===== src/rtl/lc3_pkg.sv =====
// lc3_pkg: shared encodings, IR field positions and sign extension for the LC-3 datapath
package lc3_pkg;
  localparam int MAX_W = 64;
  typedef enum logic [1:0] {PC_INC, PC_BUS, PC_ADDR, PC_HOLD} pcmux_e;
  typedef enum logic [1:0] {A2_ZERO, A2_OFF6, A2_OFF9, A2_OFF11} addr2mux_e;
  typedef enum logic [1:0] {ALU_ADD, ALU_AND, ALU_NOT, ALU_PASS} aluk_e;
  localparam int DR_LSB = 9;
  localparam int SR1_LSB = 6;
  localparam int SR2_LSB = 0;
  localparam int IMM_SEL = 5;
  localparam int IMM5_W = 5;
  localparam int OFF6_W = 6;
  localparam int OFF9_W = 9;
  localparam int OFF11_W = 11;
  // Sign-extends the low n bits of f to MAX_W bits; callers truncate to their width.
  function automatic logic [MAX_W-1:0] sext(input logic [15:0] f, input int n);
    logic signed [MAX_W-1:0] t;
    t = $signed({f, {(MAX_W-16){1'b0}}}) <<< (16 - n);
    return t >>> (MAX_W - n);
  endfunction
endpackage


===== src/rtl/lc3_reg.sv =====
// lc3_reg: WIDTH-bit load-enable register with asynchronous active-low reset
module lc3_reg #(
  parameter int WIDTH = 16,
  parameter logic [WIDTH-1:0] INIT = '0
) (
  input  logic             clk,
  input  logic             rst_n,
  input  logic             ld,
  input  logic [WIDTH-1:0] d,
  output logic [WIDTH-1:0] q
);
  // load d when enabled, reset to INIT
  always_ff @(posedge clk or negedge rst_n)
    if (!rst_n) q <= INIT;
    else if (ld) q <= d;
endmodule


===== src/rtl/lc3_regfile.sv =====
// lc3_regfile: 8 x WIDTH register file, two async reads, one sync write
module lc3_regfile #(
  parameter int WIDTH = 16
) (
  input  logic             clk,
  input  logic             rst_n,
  input  logic             we,
  input  logic [2:0]       wa,
  input  logic [WIDTH-1:0] d,
  input  logic [2:0]       ra1,
  input  logic [2:0]       ra2,
  output logic [WIDTH-1:0] rd1,
  output logic [WIDTH-1:0] rd2
);
  logic [WIDTH-1:0] r [8];
  // write port; reads see the old value during a same-cycle write
  always_ff @(posedge clk or negedge rst_n)
    if (!rst_n) for (int i = 0; i < 8; i++) r[i] <= '0;
    else if (we) r[wa] <= d;
  assign rd1 = r[ra1];
  assign rd2 = r[ra2];
endmodule


===== src/rtl/lc3_datapath_p.sv =====
// lc3_datapath_p: parametrised LC-3 datapath with shared bus, regfile, ALU, address adder and CC/BEN
module lc3_datapath_p
  import lc3_pkg::*;
#(
  parameter int WIDTH = 16,
  parameter logic [WIDTH-1:0] RESET_PC = '0
) (
  input  logic             Clk,
  input  logic             Reset,
  input  logic             LD_MAR,
  input  logic             LD_MDR,
  input  logic             LD_IR,
  input  logic             LD_BEN,
  input  logic             LD_CC,
  input  logic             LD_REG,
  input  logic             LD_PC,
  input  logic             LD_LED,
  input  logic             GatePC,
  input  logic             GateMDR,
  input  logic             GateALU,
  input  logic             GateMARMUX,
  input  logic             MIO_EN,
  input  logic [1:0]       PCMUX,
  input  logic             DRMUX,
  input  logic             SR1MUX,
  input  logic             ADDR1MUX,
  input  logic [1:0]       ADDR2MUX,
  input  logic [1:0]       ALUK,
  input  logic [WIDTH-1:0] MDR_In,
  output logic [WIDTH-1:0] PC,
  output logic [WIDTH-1:0] MAR,
  output logic [WIDTH-1:0] MDR,
  output logic [WIDTH-1:0] IR,
  output logic             BEN,
  output logic [11:0]      LED,
  output logic             BUS_ERR
);
  logic [3:0] gates;
  logic multi;
  logic [WIDTH-1:0] bus, alu, addr, sr1, sr2, alu_b, addr1, addr2, pc_next;
  logic [WIDTH-1:0] imm5, off6, off9, off11;
  logic [2:0] sr1_a, dr, nzp;
  assign imm5 = WIDTH'(sext(IR[15:0], IMM5_W));
  assign off6 = WIDTH'(sext(IR[15:0], OFF6_W));
  assign off9 = WIDTH'(sext(IR[15:0], OFF9_W));
  assign off11 = WIDTH'(sext(IR[15:0], OFF11_W));
  assign sr1_a = SR1MUX ? IR[DR_LSB +: 3] : IR[SR1_LSB +: 3];
  assign dr = DRMUX ? 3'd7 : IR[DR_LSB +: 3];
  assign gates = {GatePC, GateMDR, GateALU, GateMARMUX};
  assign multi = (gates & (gates - 4'd1)) != 4'd0;
  // bus source select, ALU, address adder and PC mux
  always_comb begin
    alu_b = IR[IMM_SEL] ? imm5 : sr2;
    alu = ALUK == ALU_ADD ? sr1 + alu_b : ALUK == ALU_AND ? sr1 & alu_b : ALUK == ALU_NOT ? ~sr1 : sr1;
    addr1 = ADDR1MUX ? sr1 : PC;
    addr2 = ADDR2MUX == A2_ZERO ? '0 : ADDR2MUX == A2_OFF6 ? off6 : ADDR2MUX == A2_OFF9 ? off9 : off11;
    addr = addr1 + addr2;
    bus = multi ? '0 : GatePC ? PC : GateMDR ? MDR : GateALU ? alu : GateMARMUX ? addr : '0;
    pc_next = PCMUX == PC_INC ? PC + WIDTH'(1) : PCMUX == PC_BUS ? bus : PCMUX == PC_ADDR ? addr : PC;
  end
  lc3_reg #(.WIDTH(WIDTH), .INIT(RESET_PC)) u_pc (.clk(Clk), .rst_n(Reset), .ld(LD_PC), .d(pc_next), .q(PC));
  lc3_reg #(.WIDTH(WIDTH)) u_ir (.clk(Clk), .rst_n(Reset), .ld(LD_IR), .d(bus), .q(IR));
  lc3_reg #(.WIDTH(WIDTH)) u_mar (.clk(Clk), .rst_n(Reset), .ld(LD_MAR), .d(bus), .q(MAR));
  lc3_reg #(.WIDTH(WIDTH)) u_mdr (.clk(Clk), .rst_n(Reset), .ld(LD_MDR), .d(MIO_EN ? MDR_In : bus), .q(MDR));
  lc3_regfile #(.WIDTH(WIDTH)) u_rf (
    .clk(Clk), .rst_n(Reset), .we(LD_REG), .wa(dr), .d(bus),
    .ra1(sr1_a), .ra2(IR[SR2_LSB +: 3]), .rd1(sr1), .rd2(sr2)
  );
  // condition codes, branch enable (from pre-update CC/IR), LED latch and sticky contention flag
  always_ff @(posedge Clk or negedge Reset)
    if (!Reset) begin
      nzp <= '0;
      BEN <= 1'b0;
      LED <= '0;
      BUS_ERR <= 1'b0;
    end else begin
      if (LD_CC) nzp <= {bus[WIDTH-1], bus == '0, !bus[WIDTH-1] && bus != '0};
      if (LD_BEN) BEN <= |(IR[11:9] & nzp);
      if (LD_LED) LED <= IR[11:0];
      if (multi) BUS_ERR <= 1'b1;
    end
endmodule


===== config.mk =====
export PLATFORM = sky130hd
export DESIGN_NAME = lc3_datapath_p
export DESIGN_NICKNAME = d
export VERILOG_FILES = /design/src/rtl/lc3_pkg.sv /design/src/rtl/lc3_reg.sv /design/src/rtl/lc3_regfile.sv /design/src/rtl/lc3_datapath_p.sv
export SDC_FILE = /design/constraint.sdc
export NUM_CORES = 1
export LEC_CHECK = 0
export CAP_MARGIN = 30
export CORE_AREA = 2 2 182 184
export DETAILED_ROUTE_END_ITERATION = 16
export DIE_AREA = 0 0 184 186
export HOLD_SLACK_MARGIN = 0.12
export PLACE_DENSITY_LB_ADDON = 0.3
export SKIP_CTS_REPAIR_TIMING = 1
export SYNTH_ARGS = -nofsm -noshare
export SYNTH_HDL_FRONTEND = slang
export SYNTH_HIERARCHICAL = 1
export SYNTH_SLANG_ARGS = --single-unit

===== constraint.sdc =====
create_clock -name Clk -period 7.5 [get_ports Clk]
set_input_delay 1.875 -clock Clk [delete_from_list [all_inputs] [get_ports Clk]]
set_output_delay 1.875 -clock Clk [all_outputs]
set_load 0.05 [all_outputs]

==> summary.md, run 1 <==
| Metric | Value |
|---|---|
| Number of top-level design ports | 118 |
| First-pass GRT wire length | 63900 um |
| DP Wirelength | roughly 30000 um |
| Clk root buf | clkbuf_16 |
| CTS H-tree lvls | 1 |
| Vias | 10700 |
| Remaining Overflow, GRT | 0 |
| CTS tree | built |
| Post-Place Cells | 1669 |
| Port buffer count | 117 |
| Syn Std Cell Area | 14300 um2 |
| Die W | 184 um |
| Synth area leaders | dfrtp_1 36%, mux2_2 18%, mux4_1 10% |
| Final WS setup | 0.845 ns |
| Number of global-route vias before repair | 10600 |
| Max Slew Vio Count | 0 |
| Clk_skew | ~0.012 ns |
| Setup TNS | 0 ns |
| Area Overhead vs Synth | 16.6% |
| Post-synthesis sequential area ratio | 36.5% |
| Status | finished clean |
| GRT Total Usage | 24.7% |
| Yosys top cell area share | between 30% and 40% |
| Diode count | 0 |
| Skew-Pair Late Insertion Delay | 0.54 ns |
| Worst min-delay path class | flip-flop to flip-flop |
| Fin cells | 1713 |
| Static Leak | about 7.6 nW |
| Final Hold Vio Count | 0 |
| Critical path arrival | about 7.1 ns |
| Clock Sinks | 209 |
| Met2 wire length | 19300 um |
| Post-synth EDFFs | 0 |
| Initial antenna violation count | 1 |
| Max Clk Rate | 150 MHz |
| Routed WL | 42400 um |
| DR vias/cell | 6.22 |
| DR iter-0 viols | 854 |
| Cells after synthesis | 1186 |
| Startpoint Class | primary input |
| RR Startpoint | u_ir/q[9] |
| Wire length on met3 | 2780 um |
| Hold_ws | between 0.4 and 0.5 ns |
| CTS buffer count | 24 |
| Max IR drop VDD | 0.205 mV |
| Top routing layer used | met4 |
| Fin nets | 1361 |
| DRC violations left | 0 |
| Design Power | 5.06 mW |
| M1 WL | 18800 um |
| Wirelength per Cell | around 25 um |
| Post-route ant nets | 0 |
| Mapped Nets | 1259 |
| Critical path class | primary input to flip-flop |
| Pwr Density | 303 nW/um2 |
| Final cycle utilization of the critical path | about 90% |
| Crit Path Max Fanout | 15 |
| Fin area | 16700 um2 |
| Slew HR | 32.0% |
| Seq cells post-synth | 209 |
| WP data required | 7.92 ns |
| Crit end category | flip-flop |
| Async SR Flop Fraction | 100% |
| Share of cells above drive strength 1 | 28.8% |
| DRT Pass-1 Iters | 5 |
| # Max-Cap Violations | 0 |
| Worst-path clk slew | 0.06 ns |
| Core Util, Final | 51.9% |
| Die area | roughly 34000 um2 |
| Pre-CTS WS | 0.421 ns |
| Syn Area/Cell | 12.1 um2 |
| Std-Cell Rows | 66 |
| Worst Setup SP | SR1MUX |
| Yosys cell types | 82 |
| Minimum clock period | 6.66 ns |
| RR Endpoint | u_rf/r[73] |
| Largest net degree at the start of global routing | 174 |
| Initial Util | around 45% |
| CTS Buffer Depth | 3 |
| Placed inst area | 15900 um2 |
| Most common flop cell mapped by yosys | dfrtp_1 |
| Gp weighted congestion | 0.975 |
| RSZ-0062 raised after global routing | no |
| Worst Max-Slew Pin Slew | 1.02 ns |
| Warnings from Yosys | 6 |
| Finish-stage setup viols | 0 |
| Worst R2R Setup Slack | 1.88 ns |
| Area leader, netlist | dfrtp_1 |
| CORE AREA | about 32000 um2 |
| Reg2reg path depth | 14 |
| Capture point of the worst path | u_rf/r[73] |
| Die Ht | 186 um |
critical path: stages:
cell and delay [ns]:
clkdlybuf4s50_1 0.45, mux2_2 0.60, buf_12 0.21, mux4_1 0.55
mux2_2 0.33, mux2_2 0.28, ha_1 0.36, o21ai_1 0.14
o21a_1 0.22, o31a_1 0.32, xnor2_1 0.17, o2bb2ai_1 0.16
a21oi_1 0.62, inv_1 0.40, mux2_2 0.37
cell usage in the layout, fill, tap and decap left out, types with 9 or more instances in the layout:
cell type        instances
mux2_2                 226
dfrtp_1                208
clkdlybuf4s50_1        116
nand2_1                 62
o21ai_0                 59
a21oi_1                 56
mux4_1                  56
mux2_4                  41
inv_1                   35
nor2_1                  35
ha_1                    31
buf_4                   31
clkbuf_16               25
xor2_1                  21
nand3_1                 19
nor3_1                  16
a211oi_1                15
xnor2_1                 14
mux2i_1                 13
a21o_1                  11
nor2b_1                 10
o21a_1                  10
o221ai_1                 9
mux4_2                   9
cell usage after synthesis (4+ instances only):
cell	n
nand2b_1	5
a31oi_1	8
o221a_2	4
and2_1	5
buf_12	4
mux4_2	9
nand4_1	4
clkbuf_1	23
o21a_1	10
o21ai_1	7
buf_2	16
buf_6	15
or2_2	5
o211ai_1	8
xnor2_1	14
a21o_1	11
mux2_4	41
ha_1	31
nor2b_1	10
mux4_1	56
nand3b_1	8
a22oi_1	8
nor2_1	35
buf_4	9
buf_1	8
o221ai_1	9
nand3_1	19
mux2_2	226
o22ai_1	7
a221oi_1	4
or3_1	6
inv_1	35
mux2i_1	13
nor3_1	16
a21oi_1	56
xor2_1	21
o21ai_0	59
a211oi_1	15
dfrtp_1	209
nand2_1	62
and3_1	6
routing by layer:
metal,track usage (%),up-vias
li1,-,4764
met1,34.0,5376
met2,39.6,435
met3,3.95,82
met4,8.70,0
met5,0,-
area by class of cell:
| type | instances | area, um2 |
|---|---|---|
| flip-flops and latches | 209 | 5230 |
| well taps | 408 | 510 |
| fillers | 2786 | 15500 |
| clock buffers | 34 | 668 |
| repair buffers | 153 | 1530 |
| multi-input cells | 865 | 8500 |
| inverters | 35 | 131 |
| clock inverters | 9 | 149 |
how the worst min path moves through the flow:
stage	from	to	depth (start not counted)
after floorplan	nzp[1]	nzp[1]	2
after global placement	BUS_ERR	BUS_ERR	1
after detailed placement	BUS_ERR	BUS_ERR	1
after CTS	BUS_ERR	BUS_ERR	1
after global routing	BUS_ERR	BUS_ERR	1
final	BUS_ERR	BUS_ERR	1
cell families (layout without fill, tap and decap cells):
logic type / after synthesis / count (layout) / share of synthesized area [%]
compound gates: 241 / 241 / 11.0
xor+xnor: 35 / 35 / 2.14
fa+ha+maj: 34 / 34 / 3.05
buf+inv: 112 / 231 / 4.56
flops: 209 / 209 / 36.5
mux: 348 / 348 / 35.0
simple gates: 207 / 207 / 7.74
sequential cells by signal, indices dropped and copies added (netlist names):
name,flops
LED,12
BEN,1
u_pc/q,16
nzp,3
BUS_ERR,1
u_mar/q,16
u_mdr/q,16
u_rf/r,128
u_ir/q,16
power breakdown:
part | switching [mW] | internal, mW | total (mW)
clock | 0.488 | 0.728 | 1.22
sequential | 0.284 | 1.42 | 1.70
combinational | 1.16 | 0.986 | 2.15
total | 1.93 | 3.13 | 5.06
Power figures use the tool's default switching activity.
==> run 2, diff against run 1 <==
CORE_AREA = 2 2 153 155   (was 2 2 182 184)
DIE_AREA = 0 0 155 157   (was 0 0 184 186)
==> run 2 against run 1 <==
Non-clock buffer count rose by 9. Sequential share of layout area rose by 0.25 points. Total power rose by 1.4%. First-iteration DRC count rose by 40%. Count of clock-buffer cells in the layout fell by 2. Maximum frequency rose by 1.5%. Register-to-register slack improved by 0.22 ns. Global-route usage rose by 12 points. Design area fell by 0.80%. Die area fell by 29%. Critical path type unchanged. Worst setup slack improved by 0.097 ns. Cell count fell by 6.8%.
==> summary.md, run 2 (synthesis gave the netlist of run 1 again) <==
| Metric | Value |
|---|---|
| Status | finished clean |
| Most common cell after layout, fill and taps aside | mux2_2 |
| Seq pwr share | 33.7% (about the same) |
| WP data required | 7.91 ns (about the same) |
| Area occupied by multi-input gates | 8500 um2 (unchanged) |
| CTS tree | built |
| RSZ-0062 raised after global routing | no |
| RR Endpoint | u_pc/q[11] |
| Finish-stage setup viols | 0 (unchanged) |
| Comb pwr share | 43.0% (+0.6 points) |
| Worst Max-Slew Pin Slew | 0.971 ns (-0.0485 ns) |
| Max FFs per register | 128 (unchanged) |
| Number of global-route vias before repair | 11100 (+5.2%) |
| Initial antenna violation count | 1 (unchanged) |
| Clock Sinks | 209 (unchanged) |
| Pwr Density | 310 nW/um2 (+2.2%) |
| Port buffer count | 117 (unchanged) |
| Remaining Overflow, GRT | 0 (unchanged) |
| Clk root buf | clkbuf_16 |
| Largest net degree at the start of global routing | 99 (-43%) |
| Startpoint Class | primary input |
| Number of top-level design ports | 118 (unchanged) |
| Die area | 24300 um2 (-29%) |
| Area Overhead vs Synth | 15.7% |
| CTS buffer count | 23 (-4.2%) |
| Max Slew Vio Count | 0 (unchanged) |
| Slew HR | 35.1% (+3.0 points) |
| DR iter-0 viols | 1195 (+40%) |
| Die W | 155 um (-16%) |
| Diode count | 0 (unchanged) |
| Static Leak | 7.62 nW (+0.24%) |
| DR vias/cell | 6.94 (+12%) |
| Most frequent cells in the layout | 226 x mux2_2, 208 x dfrtp_1, 116 x clkdlybuf4s50_1, 62 x nand2_1, 59 x o21ai_0 |
| Max IR drop VDD | 0.230 mV (+12%) |
| DRT Pass-1 Iters | 5 (unchanged) |
| Hold path startpoint | BUS_ERR |
| P_sw | 2.00 mW (+3.7%) |
| Worst min-delay path class | flip-flop to flip-flop |
| First-pass GRT wire length | 67500 um (+5.7%) |
| Critical path class | primary input to flip-flop |
| Skew-Pair Late Insertion Delay | 0.53 ns (about the same) |
| Initial Util | 63.7% (+19 points) |
| DP Wirelength | 31300 um (+3.9%) |
| Reg2reg path depth | 16 (+2) |
| Share of cells above drive strength 1 | 29.4% (+0.55 points) |
| # Max-Cap Violations | 0 (unchanged) |
| Setup TNS | 0 ns (unchanged) |
| RR Startpoint | u_ir/q[9] |
| Vias | 11100 (+3.9%) |
| DRC violations left | 0 (unchanged) |
| CTS H-tree lvls | 1 (unchanged) |
| Clk_skew | 0.0230 ns (+0.0114 ns) |
| Clk pwr share | 23.2% (-0.8 points) |
| Gp weighted congestion | 1.05 (+8.0%) |
| Fin nets | 1369 (+0.59%) |
| Max Clk Rate | 152 MHz (+1.5%) |
| Hold path cells | 1 (unchanged) |
| Internal Power | 3.13 mW (about the same) |
| Final Hold Vio Count | 0 (unchanged) |
| Final cycle utilization of the critical path | 87.4% (-1.3 points) |
| Crit Path Max Fanout | 13 (-2) |
| Post-route ant nets | 0 (unchanged) |
| Wirelength per Cell | 27.8 um (+12%) |
| Reg area | 5230 um2 (unchanged) |
| Design Power | 5.13 mW (+1.4%) |
| Worst R2R Setup Slack | 2.10 ns (+0.22 ns) |
| Critical path arrival | 6.97 ns (-0.11 ns) |
| Switch share | 39.0% (+0.87 points) |
| Minimum clock period | 6.56 ns (-0.0968 ns) |
| Std-Cell Rows | 55 (-17%) |
| Fillcell total | 1486 (-47%) |
| CORE AREA | 22500 um2 (-30%) |
| Hold Path End | BUS_ERR |
| GRT Total Usage | 36.7% (+12 points) |
| Worst-path clk slew | 0.06 ns (about the same) |
| CTS Buffer Depth | 3 (unchanged) |
| Die Ht | 157 um (-16%) |
| Most flops, register | u_rf/r |
| Crit end category | flip-flop |
| Routed WL | 44400 um (+4.7%) |
| Core Util, Final | 73.7% (+22 points) |
[run 2: changes by cell type in the layout (fill, tap and decap cells not counted), sizes merged]
cell      previous run  this run
buf                 35        44
clkinv               5         3
inv                 36        35
clkinvlp             0         2
clkbuf              36        34
[run 2: layout make-up]
type	instances	area share (%)
clock buffer	32	3.98
timing repair buffer	162	9.51
inverter	35	0.792
multi-input combinational	865	51.3
sequential	209	31.5
clock inverter	8	0.770
tap	285	2.15
[run 2: stage by stage]
stage                     std cells  worst slack (ns)  hold WS (ns)  area [um2]
final                          1596             0.941         0.478       16600
after CTS                      1594             0.979         0.478       16500
after global placement         1552             0.532         0.451       15700
after detailed placement       1554             0.468         0.453       15800
after global routing           1596             0.713         0.489       16600
after floorplan                1186              1.47         0.456       14300
[run 2: metal layers]
layer / share of wire, % / GRT usage, % / vias up
met3: 7.7 / 6.06 / 148
met5: 0 / 0 / -
met1: 40 / 48.6 / 5572
met2: 47 / 60.3 / 582
li1: - / - / 4770
met4: 4.6 / 15.7 / 0
[run 2: power by group through the flow]
| stage | Combinational [mW] | Clock (mW) | Sequential [mW] |
|---|---|---|---|
| final | 2.21 | 1.19 | 1.73 |
| after global routing | 2.34 | 1.25 | 1.76 |
| after CTS | 2.17 | 1.20 | 1.72 |
| after detailed placement | 2.15 | 0 | 1.73 |
| after global placement | 2.11 | 0 | 1.70 |
| after floorplan | 1.30 | 0 | 1.87 |
[run 2: how the worst max path moves through the flow]
stage	from	to	slack, ns	cells after the start
after detailed placement	SR1MUX	nzp[0]	0.47	16
after CTS	SR1MUX	nzp[0]	0.98	16
after global routing	SR1MUX	nzp[0]	0.71	16
after global placement	SR1MUX	nzp[0]	0.53	16
after floorplan	SR1MUX	nzp[0]	1.47	16
final	SR1MUX	u_pc/q[11]	0.94	17
[run 2: critical path, cell delays in order]
cell	delay, ns
clkdlybuf4s50_1	0.48
mux2_2	0.53
buf_4	0.23
mux4_1	0.55
mux2_2	0.34
mux2_2	0.29
ha_1	0.26
nor4_1	0.38
o21ai_0	0.17
a31oi_1	0.24
mux2i_1	0.32
mux2_2	0.37
a21oi_1	0.27
inv_1	0.10
o21ai_0	0.17
a221oi_1	0.11
mux2_4	0.30
